## config.mk

```make
export PLATFORM = sky130hd
export DESIGN_NAME = iter_divider
export DESIGN_NICKNAME = d
export VERILOG_FILES = /design/src/rtl/iter_divider.sv
export SDC_FILE = /design/constraint.sdc
export NUM_CORES = 1
export LEC_CHECK = 0
export BUFFER_PORTS_ARGS = -buffer_cell sky130_fd_sc_hd__buf_2
export CORE_AREA = 3 3 214 216
export DETAILED_ROUTE_END_ITERATION = 10
export DIE_AREA = 0 0 217 219
export GPL_TIMING_DRIVEN = 1
export PLACE_DENSITY = 0.75
export SETUP_SLACK_MARGIN = 0.1
export SYNTH_ARGS = -nofsm -noshare
export SYNTH_HDL_FRONTEND = slang
export SYNTH_SLANG_ARGS = --single-unit
export TNS_END_PERCENT = 100
```

## constraint.sdc

```tcl
create_clock -name clk -period 9.13 [get_ports clk]
set_input_delay 0.4565 -clock clk [delete_from_list [all_inputs] [get_ports clk]]
set_output_delay 0.4565 -clock clk [all_outputs]
set_load 0.01 [all_outputs]
```

## src/rtl/iter_divider.sv

```systemverilog
// iter_divider
//   Multicycle integer divide/remainder unit covering DIV/DIVU/REM/REMU and
//   their word (W) forms. Raw register operands go in; sign correction,
//   divide-by-zero and signed overflow are resolved internally.
//   Normal ops run a restoring radix-2 loop: one quotient bit per cycle,
//   N = XLEN (or XLEN/2 in word mode) iterations.
//
// Ports
//   clk        clock, rising edge
//   reset      asynchronous, active-high
//   in_valid   request present           in_ready   1 iff IDLE
//   op         00 DIV 01 DIVU 10 REM 11 REMU
//   word       W-form: low-half operands, sign-extended result
//   a, b       dividend, divisor
//   flush      drop any in-flight or pending operation
//   out_valid  result present (high only in DONE)
//   out_ready  consumer takes result
//   result     quotient or remainder, registered
//   busy       state != IDLE
//
// state | meaning
// IDLE  | waiting for a request, in_ready high
// CALC  | iterating, one quotient bit per cycle
// DONE  | result held until out_ready
module iter_divider #(
  parameter int XLEN = 64
) (
  input  logic            clk,
  input  logic            reset,
  input  logic            in_valid,
  output logic            in_ready,
  input  logic [1:0]      op,
  input  logic            word,
  input  logic [XLEN-1:0] a,
  input  logic [XLEN-1:0] b,
  input  logic            flush,
  output logic            out_valid,
  input  logic            out_ready,
  output logic [XLEN-1:0] result,
  output logic            busy
);

  localparam int H  = XLEN / 2;
  localparam int CW = $clog2(XLEN + 1);
  localparam logic [XLEN-1:0] ONE = XLEN'(1);

  typedef enum logic [1:0] {
    IDLE = 2'd0,
    CALC = 2'd1,
    DONE = 2'd2
  } state_t;

  state_t state, state_nx;

  // Latched operation context
  logic [XLEN-1:0] quo_r;   // dividend shifts out of the top, quotient in at the bottom
  logic [XLEN-1:0] dvsr_r;
  logic [XLEN-1:0] rem_r;
  logic [CW-1:0]   cnt_r;
  logic            is_rem_r;
  logic            word_r;
  logic            neg_q_r;
  logic            neg_r_r;

  // Acceptance-time decode
  logic            accept;
  logic            is_signed;
  logic [XLEN-1:0] mask;
  logic [XLEN-1:0] min_neg;
  logic [XLEN-1:0] a_n;
  logic [XLEN-1:0] b_n;
  logic            sign_a;
  logic            sign_b;
  logic [XLEN-1:0] mag_a;
  logic [XLEN-1:0] mag_b;
  logic            b_zero;
  logic            ovf;
  logic            special;
  logic [XLEN-1:0] spec_res;

  // Iteration datapath
  logic [XLEN:0]   rem_sh;
  logic            ge;
  logic [XLEN-1:0] rem_nx;
  logic [XLEN-1:0] quo_nx;
  logic [CW-1:0]   cnt_nx;
  logic            calc_end;
  logic [XLEN-1:0] calc_res;

  // Optional negate, then sign-extend from bit H-1 in word mode. Negating
  // the full width and keeping the low half is the same as negating mod 2^H.
  function automatic logic [XLEN-1:0] fin(input logic [XLEN-1:0] v,
                                          input logic            neg,
                                          input logic            w);
    logic [XLEN-1:0] t;
    t = neg ? (~v + ONE) : v;
    return w ? {{H{t[H-1]}}, t[H-1:0]} : t;
  endfunction

  always_comb begin
    accept    = in_valid && in_ready && !flush;
    is_signed = ~op[0];
    mask      = word ? {{H{1'b0}}, {H{1'b1}}} : {XLEN{1'b1}};
    min_neg   = word ? {{H{1'b0}}, 1'b1, {(H-1){1'b0}}}
                     : {1'b1, {(XLEN-1){1'b0}}};
    a_n       = a & mask;
    b_n       = b & mask;
    sign_a    = is_signed & (word ? a[H-1] : a[XLEN-1]);
    sign_b    = is_signed & (word ? b[H-1] : b[XLEN-1]);
    // Most-negative value maps to 2^(N-1), which still fits as unsigned N bits
    mag_a     = sign_a ? ((~a_n + ONE) & mask) : a_n;
    mag_b     = sign_b ? ((~b_n + ONE) & mask) : b_n;
    b_zero    = (b_n == '0);
    ovf       = is_signed && (a_n == min_neg) && (b_n == mask);
    special   = b_zero || ovf;
    // b == 0: q = all ones, r = a.  Overflow: q = a, r = 0.
    if (op[1])
      spec_res = fin(b_zero ? a_n : '0, 1'b0, word);
    else
      spec_res = fin(b_zero ? mask : a_n, 1'b0, word);
  end

  always_comb begin
    rem_sh   = {rem_r, quo_r[XLEN-1]};
    ge       = (rem_sh >= {1'b0, dvsr_r});
    // True difference is below the divisor, so the low XLEN bits are exact
    rem_nx   = ge ? (rem_sh[XLEN-1:0] - dvsr_r) : rem_sh[XLEN-1:0];
    quo_nx   = {quo_r[XLEN-2:0], ge};
    cnt_nx   = cnt_r - CW'(1);
    calc_end = (cnt_nx == '0);
    if (is_rem_r)
      calc_res = fin(rem_nx, neg_r_r && (rem_nx != '0), word_r);
    else
      calc_res = fin(quo_nx, neg_q_r, word_r);
  end

  // State register
  always_ff @(posedge clk or posedge reset) begin
    if (reset) state <= IDLE;
    else       state <= state_nx;
  end

  // Next-state logic
  always_comb begin
    state_nx = state;
    if (flush) begin
      state_nx = IDLE;
    end else begin
      case (state)
        IDLE: if (accept)    state_nx = special ? DONE : CALC;
        CALC: if (calc_end)  state_nx = DONE;
        DONE: if (out_ready) state_nx = IDLE;
        default:             state_nx = IDLE;
      endcase
    end
  end

  // Outputs decoded from the registered state
  always_comb begin
    in_ready  = (state == IDLE);
    out_valid = (state == DONE);
    busy      = (state != IDLE);
  end

  // Datapath registers
  always_ff @(posedge clk or posedge reset) begin
    if (reset) begin
      quo_r    <= '0;
      dvsr_r   <= '0;
      rem_r    <= '0;
      cnt_r    <= '0;
      is_rem_r <= 1'b0;
      word_r   <= 1'b0;
      neg_q_r  <= 1'b0;
      neg_r_r  <= 1'b0;
      result   <= '0;
    end else if (flush) begin
      cnt_r <= '0;
    end else begin
      case (state)
        IDLE: begin
          if (accept) begin
            // Word operands are left-aligned so the MSB shift is width-agnostic
            quo_r    <= word ? {mag_a[H-1:0], {H{1'b0}}} : mag_a;
            dvsr_r   <= mag_b;
            rem_r    <= '0;
            cnt_r    <= special ? '0 : (word ? CW'(H) : CW'(XLEN));
            is_rem_r <= op[1];
            word_r   <= word;
            neg_q_r  <= sign_a ^ sign_b;
            neg_r_r  <= sign_a;
            if (special) result <= spec_res;
          end
        end
        CALC: begin
          quo_r <= quo_nx;
          rem_r <= rem_nx;
          cnt_r <= cnt_nx;
          if (calc_end) result <= calc_res;
        end
        default: ;
      endcase
    end
  end

endmodule

```

== After elaboration in Yosys (flattened, before gate mapping) ==
Index checks and enable logic that the tools add are counted.

* Eq/ne operators: 10
* Bitwise operators: 13
* Add/sub/neg operators: 6
* Mux-type cells: 37
* Reductions and logical operators: 19
* $lt $le $gt $ge: 1

{| class="wikitable"
|+ Operator list
! cell !! number
|-
| $mux 64 || 21
|-
| $pmux 64 s2 || 3
|-
| $add 64x1->64 const B || 4
|-
| $and 64x64->64 || 4
|-
| $not 64->64 || 4
|-
| $eq 64x64->1 || 2
|-
| $ge 65x64->1 || 1
|-
| $logic_not 64->1 || 1
|-
| $reduce_bool 64->1 || 1
|-
| $sub 64x64->64 || 1
|-
| $mux 7 || 4
|-
| $pmux 7 s2 || 1
|-
| $mux 2 || 5
|-
| $reduce_and 3->1 || 3
|-
| $logic_not 7->1 || 1
|-
| $sub 7x1->7 const B || 1
|-
| $pmux 2 s3 || 1
|-
| $logic_and 1x1->1 || 5
|-
| $reduce_and 5->1 || 1
|-
| $ne 2x1->1 const B || 2
|-
| $reduce_bool 2->1 || 2
|-
| $ne 3x1->1 const B || 1
|-
| $ne 3x2->1 const B || 1
|-
| $ne 3x3->1 const B || 1
|-
| 12 further kinds || 15
|}

* Logic and storage cells: 96
* Flip-flop bits (word level): 269

== Depth between registers and ports, before layout ==
Gate-level depths: netlist of the first run.

* Word-level depth: 10
* Depth in mapped cells: 27
* Depth with buffers taken out: 21

== Least setup slack after synthesis of the first run ==
No wires, ideal clock.

* Path kind: register -> register
* From: reg rem_r[47]
* To: reg result[60]
* Cell stages (with the launch flop): 26
* Library setup time: 0.082 ns
* Period minus slack after synthesis: 5.294 ns
* Setup slack: 3.836 ns
* Arrival: 5.212 ns
* Path buffers: 6
* Cells stage by stage: dfrtp_1 -> ha_1 -> clkbuf_1 -> a21oi_1 -> o21ai_0 -> or2_2 -> o22a_1 -> o31ai_2 -> a21oi_2 -> inv_1 -> buf_2 -> buf_1 -> clkbuf_1 -> buf_4 -> buf_6 -> ha_1 -> nand3_1 -> nor2_1 -> nand4_1 -> o41ai_1 -> xnor2_1 -> nand2_1 -> a21oi_1 -> and3_1 -> mux2i_1 -> a31oi_1

* Cells in the longest elaborated chain, start to end: 9
* Elaborated cells on any way between the ends: 16
* Those cells by class: 3 x add/sub; 1 x order compare; 8 x mux; 2 x bitwise; 2 x reduce/logical

{| class="wikitable"
|+ RTL lines
! what !! RTL line !! RTL
|-
| start: declaration || 58 || <nowiki>logic [XLEN-1:0] rem_r;</nowiki>
|-
| start signal: assignment || 197 || <nowiki>rem_r <= rem_nx;</nowiki>
|-
| $sub 64x64->64 / $ge 65x64->1 (equally long branches) || 127, 125 ||
|-
| $mux 64 || 127 || <nowiki>rem_nx = ge ? (rem_sh[XLEN-1:0] - dvsr_r) : rem_sh[XLEN-1:0];</nowiki>
|-
| $not 64->64 / $reduce_bool 64->1 (equally long branches) || 96, 132 ||
|-
| $add 64x1->64 / $logic_and 1x1->1 (equally long branches) || 96, 132 ||
|-
| $mux 64 || 96 || <nowiki>t = neg ? (~v + ONE) : v;</nowiki>
|-
| $mux 64 || 97 || <nowiki>return w ? {{H{t[H-1]}}, t[H-1:0]} : t;</nowiki>
|-
| $mux 64 (*) || 131 || <nowiki>if (is_rem_r)</nowiki>
|-
| $mux 64 (*) || 199 || <nowiki>if (calc_end) result <= calc_res;</nowiki>
|-
| $pmux 64 s2 (*) || 180 || <nowiki>case (state)</nowiki>
|-
| end signal: assignment || 192 || <nowiki>if (special) result <= spec_res;</nowiki>
|-
| end signal: assignment || 199 ||
|-
| end: declaration || 39 || <nowiki>output logic [XLEN-1:0] result,</nowiki>
|}

Mark *: on every way between the ends. The rest lies on a longest branch, timed or not. The select of a mux whose other input is x is not followed.
A chain may end at the register's enable or synchronous reset.

== Worst setup path after layout of the first run ==
* From: reg rem_r[56]
* To: reg result[1]

* Cells in the longest elaborated chain, start to end: 9
* Elaborated cells on any way between the ends: 16
* Those cells by class: 3 x add/sub; 1 x order compare; 8 x mux; 2 x bitwise; 2 x reduce/logical

{| class="wikitable"
|+ RTL lines
! what !! RTL line
|-
| $ge 65x64->1 / $sub 64x64->64 (equally long branches) || 125, 127
|-
| $mux 64 || 127
|-
| $not 64->64 / $reduce_bool 64->1 (equally long branches) || 96, 132
|-
| $add 64x1->64 / $logic_and 1x1->1 (equally long branches) || 96, 132
|-
| $mux 64 || 96
|-
| $mux 64 || 97
|-
| $mux 64 (*) || 131
|-
| $mux 64 (*) || 199
|-
| $pmux 64 s2 (*) || 180
|}

Marks and branches as above.

==> impl_metrics.tcl, run 1 <==
set metrics [dict create \
    crit_fanout 50 \
    design.core.area_um2 44100 \
    synth_top_family_by_area "compound AO/OA/AOI/OAI gates" \
    hp-start "out_ready" \
    grt_max_degree 98 \
    netlist_area_um2 24200 \
    maxCapViolations 0 \
    first_iter_violations 3204 \
    grt_pass1_wl_mm 150 \
    powerDensity_nw_per_um2 409 \
    synth.distinct_cells 100 \
    die_w_um 217 \
    worstSetupStartpointType "flip-flop" \
    synth-compound-area-share_pct 30.3 \
    ant_nets 0 \
    place.gp.congestion 1.06 \
    grt-ovfl-total 0 \
    worstReg2RegStart "rem_r[56]" \
    dr.pass1.iters 6 \
    nets 3506 \
    maxSlewViolCount 0 \
    tightestPinTransition_ps 1290 \
    layout-drive-gt1-share_pct 11.0 \
    finalCriticalPeriod_ps 6820 \
    clk_latency_ps 570 \
    hold_depth 2 \
    synth_mux_area_share_pct 2.22 \
    path_cells "ha_1, nand4_1, or4_1, nor3_1, a41oi_1, a21oi_4, buf_4, inv_2, buf_4, buf_4, o41ai_2, nand3_1, or4b_4, o31ai_4, nor3_1, o41a_1" \
    end_kind "flip-flop" \
    clock_skew_ps 23.8 \
    numCtsBuffers 34 \
    period_share_pct 74.7 \
    hold_viol 0 \
    syn_avg_cell_area_um2 7.48 \
    crit_path_max_incr_delay_ps 810 \
    clock_path_buffers 3 \
    timing.fmax_mhz 147 \
    wl_mm 100 \
    initial_core_util_pct 54.7 \
    placed_cells 3853 \
    worst_ep_required_time_ps 9570 \
    wl_per_cell_um 25.7 \
    setup_viol 0 \
    tritoncts "yes" \
    relSlewSlack_pct 13.8 \
    synth_commonest_cells "373 x nand2_1, 368 x o21ai_0, 306 x a21oi_1" \
    io_buffers 202 \
    place.detailed.hpwl_mm 76.7 \
    dieHeight_um 219 \
    grt_setup_unrepaired "no" \
    arrival_ps 7250 \
    synth_fp_nets 3435 \
    area_growth_pct 10.1 \
    track_usage_pct 40.8 \
    viasPerCell 6.89 \
    yosysTopAreaCellShare_pct 27.9 \
    total_power_mw 10.9 \
    synth-seq-area-share_pct 27.9 \
    via_count 27000 \
    synth_edf_count 0 \
    synth.most_common_cell "nand2_1" \
    syn_inst 3228 \
    cts_max_level 2 \
    synthArstFlopShare_pct 100 \
    synth_fa_ha_area_share_pct 3.75 \
    utilization_pct 60.3 \
    drc 0 \
    boundaryPins 203 \
    synth.area.top_cells "dfrtp_1 28%, o21ai_0 7.6%, a21oi_1 6.3%, nand2_1 5.8%, xor2_1 5.1%" \
    antenna_found_initial 4 \
    synth_warnings 0 \
    final_cell_count_no_fill 3914 \
    clockRootBuffer "clkbuf_16" \
    fin_tns_setup_ps 0 \
    critPathSlowestCell "o31ai_4" \
    outcome "finished, final reports clean" \
    hold_path.class "in2reg" \
    cp_common_cell "buf_4" \
    synth_top_area_cell "dfrtp_1" \
    worst-setup-path-type "reg2reg" \
    ys.flop_type "dfrtp_1" \
    synth_xor_area_share_pct 9.14 \
    ys_seq_elements 269 \
    grt_pass1_vias 25100 \
    rows 77 \
    yosys.area_share.simple_pct 21.5 \
    r2r_cells 16 \
    die_area_um2 47500 \
    clock_sinks 269 \
    cellLeakagePower_nw 11.2 \
    timing.hold.ws_ps 71.1 \
    crit_start "rem_r[56]" \
    ir_drop_mv 0.260 \
    antenna_cells 0 \
    clk_pin_slew_ps 60 \
]
## repair_timing
item                                   4_1_cts  5_1_grt
setup buffers                                0        0
hold buffers                                 1        0
endpoints found under the hold margin       70        0
gates resized for setup                      0        0
## layout by cell type (no fill, tap or decap), types with 26 or more instances in the layout
| cell | instances |
|---|---|
| nand2_1 | 371 |
| o21ai_0 | 368 |
| a21oi_1 | 306 |
| nor2_1 | 283 |
| dfrtp_1 | 269 |
| buf_2 | 202 |
| xor2_1 | 141 |
| xnor2_1 | 111 |
| inv_1 | 111 |
| nor3_1 | 109 |
| ha_1 | 70 |
| o31ai_1 | 67 |
| nand4_1 | 55 |
| a211oi_1 | 49 |
| mux2i_1 | 48 |
| nor4_1 | 42 |
| o22ai_1 | 42 |
| nand3_1 | 40 |
| buf_4 | 38 |
| a31oi_1 | 34 |
| clkbuf_16 | 34 |
| a22oi_1 | 33 |
| or4_1 | 31 |
| o211ai_1 | 31 |
| a21o_1 | 26 |
## kinds of logic (layout without fill, tap and decap cells)
| family | count (synthesis) | in the layout |
|---|---|---|
| AOI/OAI and AO/OA | 1173 | 1173 |
| and+or+nand+nor | 1089 | 1089 |
| buffers and inverters | 320 | 414 |
| DFF | 269 | 269 |
| xor gates and xnor gates | 252 | 252 |
| adders and majority gates | 72 | 72 |
| muxes | 53 | 53 |
## final timing paths
| path | endpoint | slack (ps) |
|---|---|---|
| min in group asynchronous | result[21] | 490 |
| worst min register to register | result[8] | 480 |
| worst max register to register | result[1] | 2310 |
| worst min-delay path | state[1] | 70 |
| max in group asynchronous | cnt_r[4] | 7130 |
| worst max-delay path | result[1] | 2310 |
## worst max-delay path, delay by kind of cell (launching register included)
family | cells | cell delay [ps]
flops | 1 | 430
compound gates | 5 | 2270
fa+ha+maj | 1 | 500
buf+inv | 4 | 1160
simple gates | 6 | 2250
## through the flow
stage,cell area [um^2],setup WS (ps)
after global placement,25400,2610
final,26600,2310
after CTS,26600,2500
after global routing,26600,2010
after detailed placement,25400,2510
after floorplan,24200,1260
## layout make-up
class	count	area [um^2]
clock buffer	50	1010
clock inverter	9	120
fill	4122	17500
inverter	114	435
multi-input combinational	2639	16200
sequential	269	6730
tap	592	741
timing repair buffer	241	1310
## power breakdown
part / total, mW / leakage [nW] / switching [mW] / internal, mW
logic: 7.30 / 7.10 / 4.93 / 2.36
registers: 2.15 / 3.50 / 0.498 / 1.65
clock network: 1.42 / 0.554 / 0.590 / 0.827
## sequential cells by signal, indices dropped and copies added, names as in the netlist
name      count
cnt_r         7
dvsr_r       64
is_rem_r      1
neg_q_r       1
neg_r_r       1
quo_r        64
rem_r        64
result       64
state         2
word_r        1
## layer usage
metal | wire length, um | track usage [%]
met1 | 39400 | 53.6
met5 | 41 | 0
met2 | 44900 | 64.0
met3 | 10800 | 9.44
met4 | 5230 | 18.5
Power figures use the tool's default switching activity.
==> run 2, diff against run 1 <==
- PLACE_DENSITY: 0.75 -> 0.78
- clock period: 9.13 -> 5.5 ns (I/O delays scaled with it)
==> run 2 against run 1 <==
Clock power rose by 56%. Sequential share of layout area fell by 0.77 points. Count of clock-buffer cells in the layout fell by 9. Largest cell class unchanged.
==> impl_metrics.tcl, run 2 (synthesized netlist as in run 1, its figures left out) <==
set metrics [dict create \
    viasPerCell 6.87 \
    layout-drive-gt1-share_pct 13.6 \
    placed_cells 3921 \
    fin_tns_setup_ps 0 \
    dieHeight_um 219 \
    cts_max_level 1 \
    ir_drop_mv 0.539 \
    end_kind "flip-flop" \
    crit_fanout 16 \
    timing.fmax_mhz 188 \
    die_area_um2 47500 \
    outcome "finished, final reports clean" \
    grt-ovfl-total 0 \
    period_share_pct 96.9 \
    antenna_found_initial 4 \
    place.detailed.hpwl_mm 78.5 \
    wl_per_cell_um 25.8 \
    rows 77 \
    total_power_mw 18.7 \
    final_cell_count_no_fill 3996 \
    grt_max_degree 141 \
    numCtsBuffers 31 \
    pre_cts_slack_ps 174 \
    tightestPinTransition_ps 1070 \
    hold_viol 0 \
    tritoncts "yes" \
    setup_viol 0 \
    maxCapViolations 0 \
    grt_pass1_vias 25600 \
    finalCriticalPeriod_ps 5330 \
    grt_setup_unrepaired "yes" \
    arrival_ps 5810 \
    grt_pass1_wl_mm 153 \
    setup_ws_ps 169 \
    wl_met2_mm 45.9 \
    hold_path.class "in2reg" \
    design.core.area_um2 44100 \
    cellLeakagePower_nw 11.5 \
    clock_sinks 269 \
    nets 3584 \
    clk_pin_slew_ps 60 \
    drt-met1-wl_mm 39.9 \
    clock_path_buffers 3 \
    drc 0 \
    initial_core_util_pct 54.7 \
    area_growth_pct 13.5 \
    clock_skew_ps 22.9 \
    wl_met3_mm 11.2 \
    wl_mm 103 \
    ant_nets 0 \
    dr.pass1.iters 6 \
    worst-setup-path-type "reg2reg" \
    place.gp.congestion 1.06 \
    timing.hold.ws_ps 13.5 \
    worstSetupStartpointType "flip-flop" \
    layout_commonest_cell "nand2_1" \
    relSlewSlack_pct 28.3 \
    powerDensity_nw_per_um2 682 \
    layout_common_cells "371 x nand2_1, 366 x o21ai_0, 304 x a21oi_1" \
    track_usage_pct 41.6 \
    clk_latency_ps 610 \
    worst_ep_required_time_ps 5980 \
    io_buffers 202 \
    maxSlewViolCount 0 \
    via_count 27500 \
    routed.top_layer "met5" \
    clockRootBuffer "clkbuf_16" \
    first_iter_violations 3978 \
    die_w_um 217 \
    boundaryPins 203 \
]
[run 2: cell count changes in the layout (fill, tap and decap cells not counted), moves of 3 or more]
cell	delta
diode_2	+3
ha_2	+7
dlygate4sd3_1	+9
buf_12	+5
clkinv_2	+4
clkbuf_1	-3
clkbuf_8	-3
ha_1	-8
clkinvlp_4	+4
buf_4	+66
[run 2: timing repair]
| action | CTS | global route |
|---|---|---|
| endpoints found under the setup margin | 0 | 44 |
| hold endpoints to repair | 40 | 0 |
| hold buffers | 10 | 0 |
| resized for setup | 0 | 35 |
| buffers inserted | 0 | 4 |
[run 2: layout make-up]
class / count / area, um^2
antenna: 3 / 7.51
clock buffer: 41 / 883
clock inverter: 16 / 176
fill: 4067 / 16700
inverter: 114 / 432
multi-input combinational: 2639 / 16400
sequential: 269 / 6730
tap: 592 / 741
timing repair buffer: 322 / 2020
[run 2: final timing paths]
kind | start | endpoint | slack [ps] | cells past startpoint
setup / recovery | quo_r[63] | result[48] | 170 | 18
hold / removal | b[38] | dvsr_r[38] | 10 | 3
setup reg to reg | quo_r[63] | result[48] | 170 | 18
hold reg to reg | result[8] | result[8] | 480 | 2
max in group asynchronous | reset | cnt_r[2] | 3790 | 4
min in group asynchronous | reset | result[19] | 370 | 3
[run 2: layer usage]
layer | up-vias | track usage (%)
met3 | 343 | 8.93
li1 | 12200 | -
met4 | 4 | 19.5
met5 | - | 0
met2 | 1723 | 65.6
met1 | 13200 | 54.6
[run 2: through the flow]
step                area (um^2)  util (%)
finish                    27400      62.2
floorplan                 24200         -
CTS                       27200      61.6
global route              27400      62.1
detailed placement        26000      59.0
global placement          26000      59.0
[run 2: power breakdown]
group | total (mW) | switching [mW] | internal (mW)
combinational | 12.9 | 8.51 | 4.40
sequential | 3.58 | 0.837 | 2.74
clock | 2.21 | 0.937 | 1.27
[run 2: critical path: stages (launching register included)]
cell,delay [ps]
dfrtp_1,370
inv_1,60
ha_1,170
inv_1,70
fa_1,410
a21o_1,220
a221o_2,420
a21o_1,250
nor3_1,300
o221ai_1,150
or4_1,580
and4bb_2,380
o22ai_1,180
nor4_2,520
buf_12,210
a31oi_1,100
xnor2_1,250
a22oi_1,170
a221o_1,380
